$ cat config.mk
export PLATFORM = sky130hd
export DESIGN_NAME = seg7_scan_ctrl_flat
export DESIGN_NICKNAME = d
export VERILOG_FILES = /design/src/rtl/seg7_scan_ctrl_if.sv /design/src/rtl/seg7_scan_ctrl.sv /design/src/flat_wrapper.sv
export SDC_FILE = /design/constraint.sdc
export NUM_CORES = 1
export LEC_CHECK = 0
export ABC_AREA = 0
export BUFFER_PORTS_ARGS = -buffer_cell sky130_fd_sc_hd__buf_2
export CORE_AREA = 5 5 86 88
export DETAILED_ROUTE_END_ITERATION = 12
export DIE_AREA = 0 0 91 93
export GPL_TIMING_DRIVEN = 1
export MAX_ROUTING_LAYER = met4
export PLACE_DENSITY = 0.75
export SLEW_MARGIN = 20
export SYNTH_ARGS = -nofsm -noshare
export SYNTH_HDL_FRONTEND = slang
export SYNTH_SLANG_ARGS = --single-unit
$ cat constraint.sdc
create_clock -name clk -period 3.15 [get_ports clk]
set_clock_uncertainty 0.15 [all_clocks]
set_input_delay 0.315 -clock clk [delete_from_list [all_inputs] [get_ports clk]]
set_output_delay 0.315 -clock clk [all_outputs]
set_load 0.05 [all_outputs]
$ cat src/rtl/seg7_scan_ctrl_if.sv
// Display-side bundle for the seven-segment scanner: captured inputs toward the
// controller, active-low drive signals and the frame marker back out.
interface seg7_scan_ctrl_if #(
  parameter int NUM_DIGITS = 4
);
  logic [4*NUM_DIGITS-1:0] digits;
  logic [NUM_DIGITS-1:0]   dp;
  logic [NUM_DIGITS-1:0]   digit_en;
  logic [3:0]              brightness;
  logic                    hex_mode;
  logic                    lz_blank;
  logic [6:0]              seg_n;
  logic                    dp_n;
  logic [NUM_DIGITS-1:0]   an_n;
  logic                    frame_start;

  modport master (
    output digits, dp, digit_en, brightness, hex_mode, lz_blank,
    input  seg_n, dp_n, an_n, frame_start
  );

  modport slave (
    input  digits, dp, digit_en, brightness, hex_mode, lz_blank,
    output seg_n, dp_n, an_n, frame_start
  );
endinterface

$ cat src/rtl/seg7_scan_ctrl.sv
// Multiplexed seven-segment scan controller: per-digit 16-tick slots with a dead
// phase, PWM brightness, leading-zero blanking and frame-aligned input capture.
module seg7_scan_ctrl #(
  parameter int NUM_DIGITS = 4,
  parameter int CLK_DIV    = 50000
) (
  input  logic            clk,
  input  logic            rst,
  seg7_scan_ctrl_if.slave bus
);

  localparam int IDX_W = (NUM_DIGITS > 1) ? $clog2(NUM_DIGITS) : 1;
  localparam int CNT_W = (CLK_DIV > 1) ? $clog2(CLK_DIV) : 1;
  localparam logic [CNT_W-1:0] CNT_MAX = CNT_W'(CLK_DIV - 1);
  localparam logic [IDX_W-1:0] IDX_MAX = IDX_W'(NUM_DIGITS - 1);

  function automatic logic [6:0] seg_decode(input logic [3:0] v);
    logic [6:0] s;
    case (v)
      4'h0:    s = 7'b1000000;
      4'h1:    s = 7'b1111001;
      4'h2:    s = 7'b0100100;
      4'h3:    s = 7'b0110000;
      4'h4:    s = 7'b0011001;
      4'h5:    s = 7'b0010010;
      4'h6:    s = 7'b0000010;
      4'h7:    s = 7'b1111000;
      4'h8:    s = 7'b0000000;
      4'h9:    s = 7'b0010000;
      4'hA:    s = 7'b0001000;
      4'hB:    s = 7'b0000011;
      4'hC:    s = 7'b1000110;
      4'hD:    s = 7'b0100001;
      4'hE:    s = 7'b0000110;
      4'hF:    s = 7'b0001110;
      default: s = 7'b1111111;
    endcase
    return s;
  endfunction

  logic [CNT_W-1:0]        presc_q, presc_d;
  logic [3:0]              phase_q, phase_d;
  logic [IDX_W-1:0]        index_q, index_d;
  logic                    start_q, start_d;
  logic                    capture_s;

  logic [4*NUM_DIGITS-1:0] dig_q;
  logic [NUM_DIGITS-1:0]   dp_q;
  logic [NUM_DIGITS-1:0]   en_q;
  logic [3:0]              bright_q;
  logic                    hex_q;
  logic                    lz_q;

  logic [6:0]              seg_q, seg_d;
  logic                    dpn_q, dpn_d;
  logic [NUM_DIGITS-1:0]   an_q, an_d;
  logic                    fs_q, fs_d;

  logic [NUM_DIGITS-1:0]   vis_s;
  logic                    zero_run_s;
  logic [3:0]              cur_val_s;
  logic                    cur_dp_s;
  logic                    cur_vis_s;
  logic                    on_s;

  // Scan position: the first clk after reset only captures, so every frame,
  // including the first, begins with a full phase-0 dead slot.
  always_comb begin
    presc_d   = presc_q;
    phase_d   = phase_q;
    index_d   = index_q;
    start_d   = 1'b0;
    capture_s = 1'b0;
    if (start_q) begin
      capture_s = 1'b1;
    end else if (presc_q == CNT_MAX) begin
      presc_d = '0;
      phase_d = phase_q + 4'd1;
      if (phase_q == 4'd15) begin
        if (index_q == IDX_MAX) begin
          index_d   = '0;
          capture_s = 1'b1;
        end else begin
          index_d = index_q + IDX_W'(1);
        end
      end else begin
        index_d = index_q;
      end
    end else begin
      presc_d = presc_q + CNT_W'(1);
    end
  end

  // Digit visibility and the currently selected digit's attributes.
  always_comb begin
    vis_s      = '0;
    zero_run_s = 1'b1;
    cur_val_s  = 4'd0;
    cur_dp_s   = 1'b0;
    cur_vis_s  = 1'b0;
    for (int i = NUM_DIGITS - 1; i >= 0; i--) begin
      zero_run_s = zero_run_s & (dig_q[4*i +: 4] == 4'd0);
      vis_s[i]   = en_q[i] & ~(lz_q & zero_run_s & (i != 0));
    end
    for (int i = 0; i < NUM_DIGITS; i++) begin
      if (IDX_W'(i) == index_q) begin
        cur_val_s = dig_q[4*i +: 4];
        cur_dp_s  = dp_q[i];
        cur_vis_s = vis_s[i];
      end else begin
        cur_val_s = cur_val_s;
      end
    end
  end

  // Output drive for the current (index, phase); registered one clk later.
  always_comb begin
    on_s = (phase_q != 4'd0) && (phase_q <= bright_q) && cur_vis_s;
    an_d = '1;
    for (int i = 0; i < NUM_DIGITS; i++) begin
      an_d[i] = ~(on_s && (IDX_W'(i) == index_q));
    end
    if (on_s && (hex_q || (cur_val_s < 4'd10))) begin
      seg_d = seg_decode(cur_val_s);
    end else begin
      seg_d = 7'b1111111;
    end
    if (on_s) begin
      dpn_d = ~cur_dp_s;
    end else begin
      dpn_d = 1'b1;
    end
    fs_d = capture_s;
  end

  // State, shadow and output registers.
  always_ff @(posedge clk) begin
    if (rst) begin
      presc_q  <= '0;
      phase_q  <= 4'd0;
      index_q  <= '0;
      start_q  <= 1'b1;
      dig_q    <= '0;
      dp_q     <= '0;
      en_q     <= '0;
      bright_q <= 4'd0;
      hex_q    <= 1'b0;
      lz_q     <= 1'b0;
      seg_q    <= 7'b1111111;
      dpn_q    <= 1'b1;
      an_q     <= '1;
      fs_q     <= 1'b0;
    end else begin
      presc_q <= presc_d;
      phase_q <= phase_d;
      index_q <= index_d;
      start_q <= start_d;
      if (capture_s) begin
        dig_q    <= bus.digits;
        dp_q     <= bus.dp;
        en_q     <= bus.digit_en;
        bright_q <= bus.brightness;
        hex_q    <= bus.hex_mode;
        lz_q     <= bus.lz_blank;
      end else begin
        dig_q    <= dig_q;
      end
      seg_q <= seg_d;
      dpn_q <= dpn_d;
      an_q  <= an_d;
      fs_q  <= fs_d;
    end
  end

  assign bus.seg_n       = seg_q;
  assign bus.dp_n        = dpn_q;
  assign bus.an_n        = an_q;
  assign bus.frame_start = fs_q;

endmodule

$ cat src/flat_wrapper.sv
// flat-port wrapper written by rule: the top's interface ports become plain ports
module seg7_scan_ctrl_flat 
#(
  parameter int NUM_DIGITS = 4,
  parameter int CLK_DIV    = 50000
)
  (clk, rst, bus_digits, bus_dp, bus_digit_en, bus_brightness, bus_hex_mode, bus_lz_blank, bus_seg_n, bus_dp_n, bus_an_n, bus_frame_start);
  seg7_scan_ctrl_if #(.NUM_DIGITS(NUM_DIGITS)) bus_i ();
  input  logic clk;
  input  logic rst;
  input wire logic [$bits(bus_i.digits)-1:0] bus_digits;
  input wire logic [$bits(bus_i.dp)-1:0] bus_dp;
  input wire logic [$bits(bus_i.digit_en)-1:0] bus_digit_en;
  input wire logic [$bits(bus_i.brightness)-1:0] bus_brightness;
  input wire logic [$bits(bus_i.hex_mode)-1:0] bus_hex_mode;
  input wire logic [$bits(bus_i.lz_blank)-1:0] bus_lz_blank;
  output wire logic [$bits(bus_i.seg_n)-1:0] bus_seg_n;
  output wire logic [$bits(bus_i.dp_n)-1:0] bus_dp_n;
  output wire logic [$bits(bus_i.an_n)-1:0] bus_an_n;
  output wire logic [$bits(bus_i.frame_start)-1:0] bus_frame_start;
  assign bus_i.digits = bus_digits;
  assign bus_i.dp = bus_dp;
  assign bus_i.digit_en = bus_digit_en;
  assign bus_i.brightness = bus_brightness;
  assign bus_i.hex_mode = bus_hex_mode;
  assign bus_i.lz_blank = bus_lz_blank;
  assign bus_seg_n = bus_i.seg_n;
  assign bus_dp_n = bus_i.dp_n;
  assign bus_an_n = bus_i.an_n;
  assign bus_frame_start = bus_i.frame_start;
  seg7_scan_ctrl #(.NUM_DIGITS(NUM_DIGITS), .CLK_DIV(CLK_DIV)) u_core (.clk(clk), .rst(rst), .bus(bus_i));
endmodule
==> results.md <==
- Pleak: 1.52 nW
- Initial antenna violation count: 0
- Synth-to-Final Area Change: 12.7%
- Per-cell routed wire length: 14.2 µm
- Crit start category: flop
- Crit-path cells: inv_1 -> ha_1 -> a211oi_1 -> a211oi_2 -> inv_1 -> ha_1 -> inv_1 -> mux2i_1 -> a32oi_1 -> nand3_1
- CP endpoint kind: flop
- Via count: 2471
- H-tree levels: 3
- Vias per Instance: 5.37
- Fin crit share: 84.5%
- R2R depth: 10
- CTS root buf: clkbuf_8
- Share of layout cells above drive strength 1: 19.2%
- P per Cell Area: 438 nW/µm²
- Max-cap violations: 0
- Crit path max fanout: 13
- Yosys reg bits: 66
- First-pass GRT wire length: 11400 µm
- Design Area, Final: 3580 µm²
- Global-route usage over all layers: 17.0%
- 1st-iter DRT viols: 105
- CTS tree: yes
- CP arrival: 2.71 ns
- Cell row count: 30
- Primary FF master, synth: dfxtp_1
- Ant. Diodes: 0
- Setup WS pre-CTS: 0.507 ns
- Worst R2R Start: u_core.index_q[0]$_SDFFE_PP0P_
- EDFF count, synth: 0
- Clk_lat worst skew: 0.33 ns
- Post-synth top area cell: dfxtp_1
- Logic pwr share: 9.3%
- Type of the worst min-delay path: input pin to flop
- Internal power: 1.19 mW
- Area after DPL: 3450 µm²
- Crit-path slowest cell: a211oi_2
- Flop2flop setup slack: 0.49 ns
- Final wirelength: 6510 µm
- Worst slew pin tran: 0.707 ns
- Mean area per synthesized cell: 9.46 µm²
- Async S/R FF share, synth: 0%
- # IOs: 45
- Grt total ovfl: 0
- Die W: 91 µm
- Pwr Total: 1.57 mW
- Outcome: complete, no violations
- Max VDD drop: 341 µV
- Routed Antenna Nets: 0
- Post-layout min period: 2.66 ns
- R2R Path End: u_core.bus.seg_n[1]$_SDFF_PP1_
- Crit-path most repeated cell: inv_1
- Final hold viol count: 0
- F_max: 376 MHz
- Post-CTS Resized: 0
- Syn_nets: 385
- Sequential power share: 56.5%
- Die ar.: 8460 µm²
- GP Congestion: 0.825
- CP peak stage delay: 0.46 ns
- Clock transition at path regs: 0.06 ns
- Final nets: 429
- Largest net degree at the start of global routing: 41
- Reported net switching power: 376 µW
- Final Max Tran Viols: 0
- Setup-failing EPs final: 0
- Critical Path RT: 3.20 ns
- Post-DP HPWL: 4730 µm
- Setup bufs post-CTS: 0
- Synth top area share: 41.6%
- Final Core Density: 54.5%
- Core area: 6570 µm²
- Hold-critical path depth: 3
- Synth unique cells: 50
- Vias in the first global route: 2404
- # port buffers: 44
- Switching part of the total: 24.0%
- TritonCTS Buffers: 9
- CTS Hold Bufs: 0
- Syn Inst Count: 336
- Post-Syn Area: 3180 µm²
- Sum Neg Setup Slack: 0 ns
- Die Span Y: 93 µm
- Rel. slew slack: 52.9%
- Fill cell count: 592
- Final worst setup slack: 0.490 ns
- Starting Density: 48.4%
- # clock sinks: 66
- Pre-antenna DRT Iters: 4
- Synth Warn #: 0
- RSZ-0062 raised after global routing: no
- Worst hold path startpoint: bus_digits[13]
- Crit path kind: flop to flop
- Drc violations: 0
- Clk network pwr share: 34.2%
- Clk buf depth: 2
- Register area share after synthesis: 41.6%
- Top cells by area, synth: dfxtp_1, mux2i_1, ha_1
- Hold EP: u_core.dig_q[13]$_SDFFE_PP0P_
[logic make-up after synthesis]
| kind of cell | after synthesis | share of synthesized area [%] |
|---|---|---|
| AOI/OAI and AO/OA | 42 | 9.92 |
| DFF | 66 | 41.6 |
| muxes | 36 | 11.4 |
| and+or+nand+nor | 127 | 21.1 |
| buffers and inverters | 32 | 4.92 |
| adders and majority gates | 17 | 6.69 |
| xor gates and xnor gates | 16 | 4.41 |
[power groups by stage]
stage               Combinational, mW  Sequential (mW)  Clock (mW)
floorplan                       0.107            0.896           0
global placement                0.141            0.903           0
detailed placement              0.145            0.903           0
CTS                             0.147            0.885       0.552
global route                    0.165            0.888       0.604
finish                          0.146            0.885       0.537
[critical path, delay by kind of cell (launching register included)]
family	cells	cell delay [ns]
AO/OA/AOI/OAI	3	0.75
adder cells (fa/ha/maj)	2	0.75
buffers and inverters	3	0.35
flip-flops	1	0.35
AND/OR/NAND/NOR	1	0.09
multiplexers	1	0.08
[per-layer routing]
metal  share of wire, %  up-vias  routed length (µm)  global-route usage, %
met5                  0        -                   0                      -
li1                   -     1257                   -                      -
met3                5.7       11                 372                   5.23
met1                 47     1147                3080                   21.8
met2                 45       56                2960                   25.5
met4                1.6        0                 105                   6.11
[placed cells by master, fill, tap and decap left out, drive strengths merged, types with 9 or more instances in the layout]
cell type and n:
xor2 11, clkbuf 9, buf 51, nand3 9, a21oi 13, inv 14
nor2 55, mux2i 34, dfxtp 66, ha 17, nand2 17
[layout make-up]
| class | instances | area, µm² | area share, % |
|---|---|---|---|
| multi-input combinational | 238 | 1700 | 47.5 |
| sequential | 66 | 1320 | 36.9 |
| timing repair buffer | 51 | 273 | 7.61 |
| clock buffer | 9 | 124 | 3.46 |
| tap | 80 | 100 | 2.79 |
| inverter | 14 | 52.6 | 1.47 |
| clock inverter | 2 | 10.0 | 0.279 |
[cells in the mapped netlist (2+ instances only)]
master     instances
nand3_1            9
dfxtp_1           66
mux2i_1           34
inv_1             14
a21oi_1           13
and4b_1            3
nand2b_1           4
buf_6              3
nor2b_1            7
xor2_1            11
buf_2              7
a211oi_2           2
and4_1             3
nor2_1            55
or4_1              2
o2111ai_1          4
and3_1             3
nand2_1           17
o21ai_0            5
nor3b_1            4
o211ai_1           3
nand3b_1           6
ha_1              17
clkbuf_1           6
a211oi_1           5
nand4_1            4
xnor2_1            5
mux2_2             2
[stage by stage]
stage	std cells	hold slack (ns)
2_1_floorplan	336	0.193
3_3_place_gp	449	0.324
3_5_place_dp	449	0.330
4_1_cts	460	0.0559
5_1_grt	460	0.0592
6_report	460	0.0620
[worst max path at each step]
stage                                         from                        endpoint  slack (ns)  cells after the start
floorplan           u_core.index_q[0]$_SDFFE_PP0P_  u_core.bus.seg_n[5]$_SDFF_PP1_        0.71                     10
finish              u_core.index_q[0]$_SDFFE_PP0P_  u_core.bus.seg_n[1]$_SDFF_PP1_        0.49                     10
global route        u_core.index_q[0]$_SDFFE_PP0P_  u_core.bus.seg_n[1]$_SDFF_PP1_        0.25                     10
detailed placement  u_core.index_q[0]$_SDFFE_PP0P_  u_core.bus.seg_n[1]$_SDFF_PP1_        0.51                     10
CTS                 u_core.index_q[0]$_SDFFE_PP0P_  u_core.bus.seg_n[1]$_SDFF_PP1_        0.51                     10
global placement    u_core.index_q[0]$_SDFFE_PP0P_  u_core.bus.seg_n[1]$_SDFF_PP1_        0.71                     10
[registers in the layout, summed over array words and instances (netlist names), 4 cells and up]
signal / count
u_core.bus.seg_n: 7
u_core.bright_q: 4
u_core.en_q: 4
u_core.bus.an_n: 4
u_core.phase_q: 4
u_core.dig_q: 16
u_core.presc_q: 16
u_core.dp_q: 4
(Power assumes the default switching activity.)
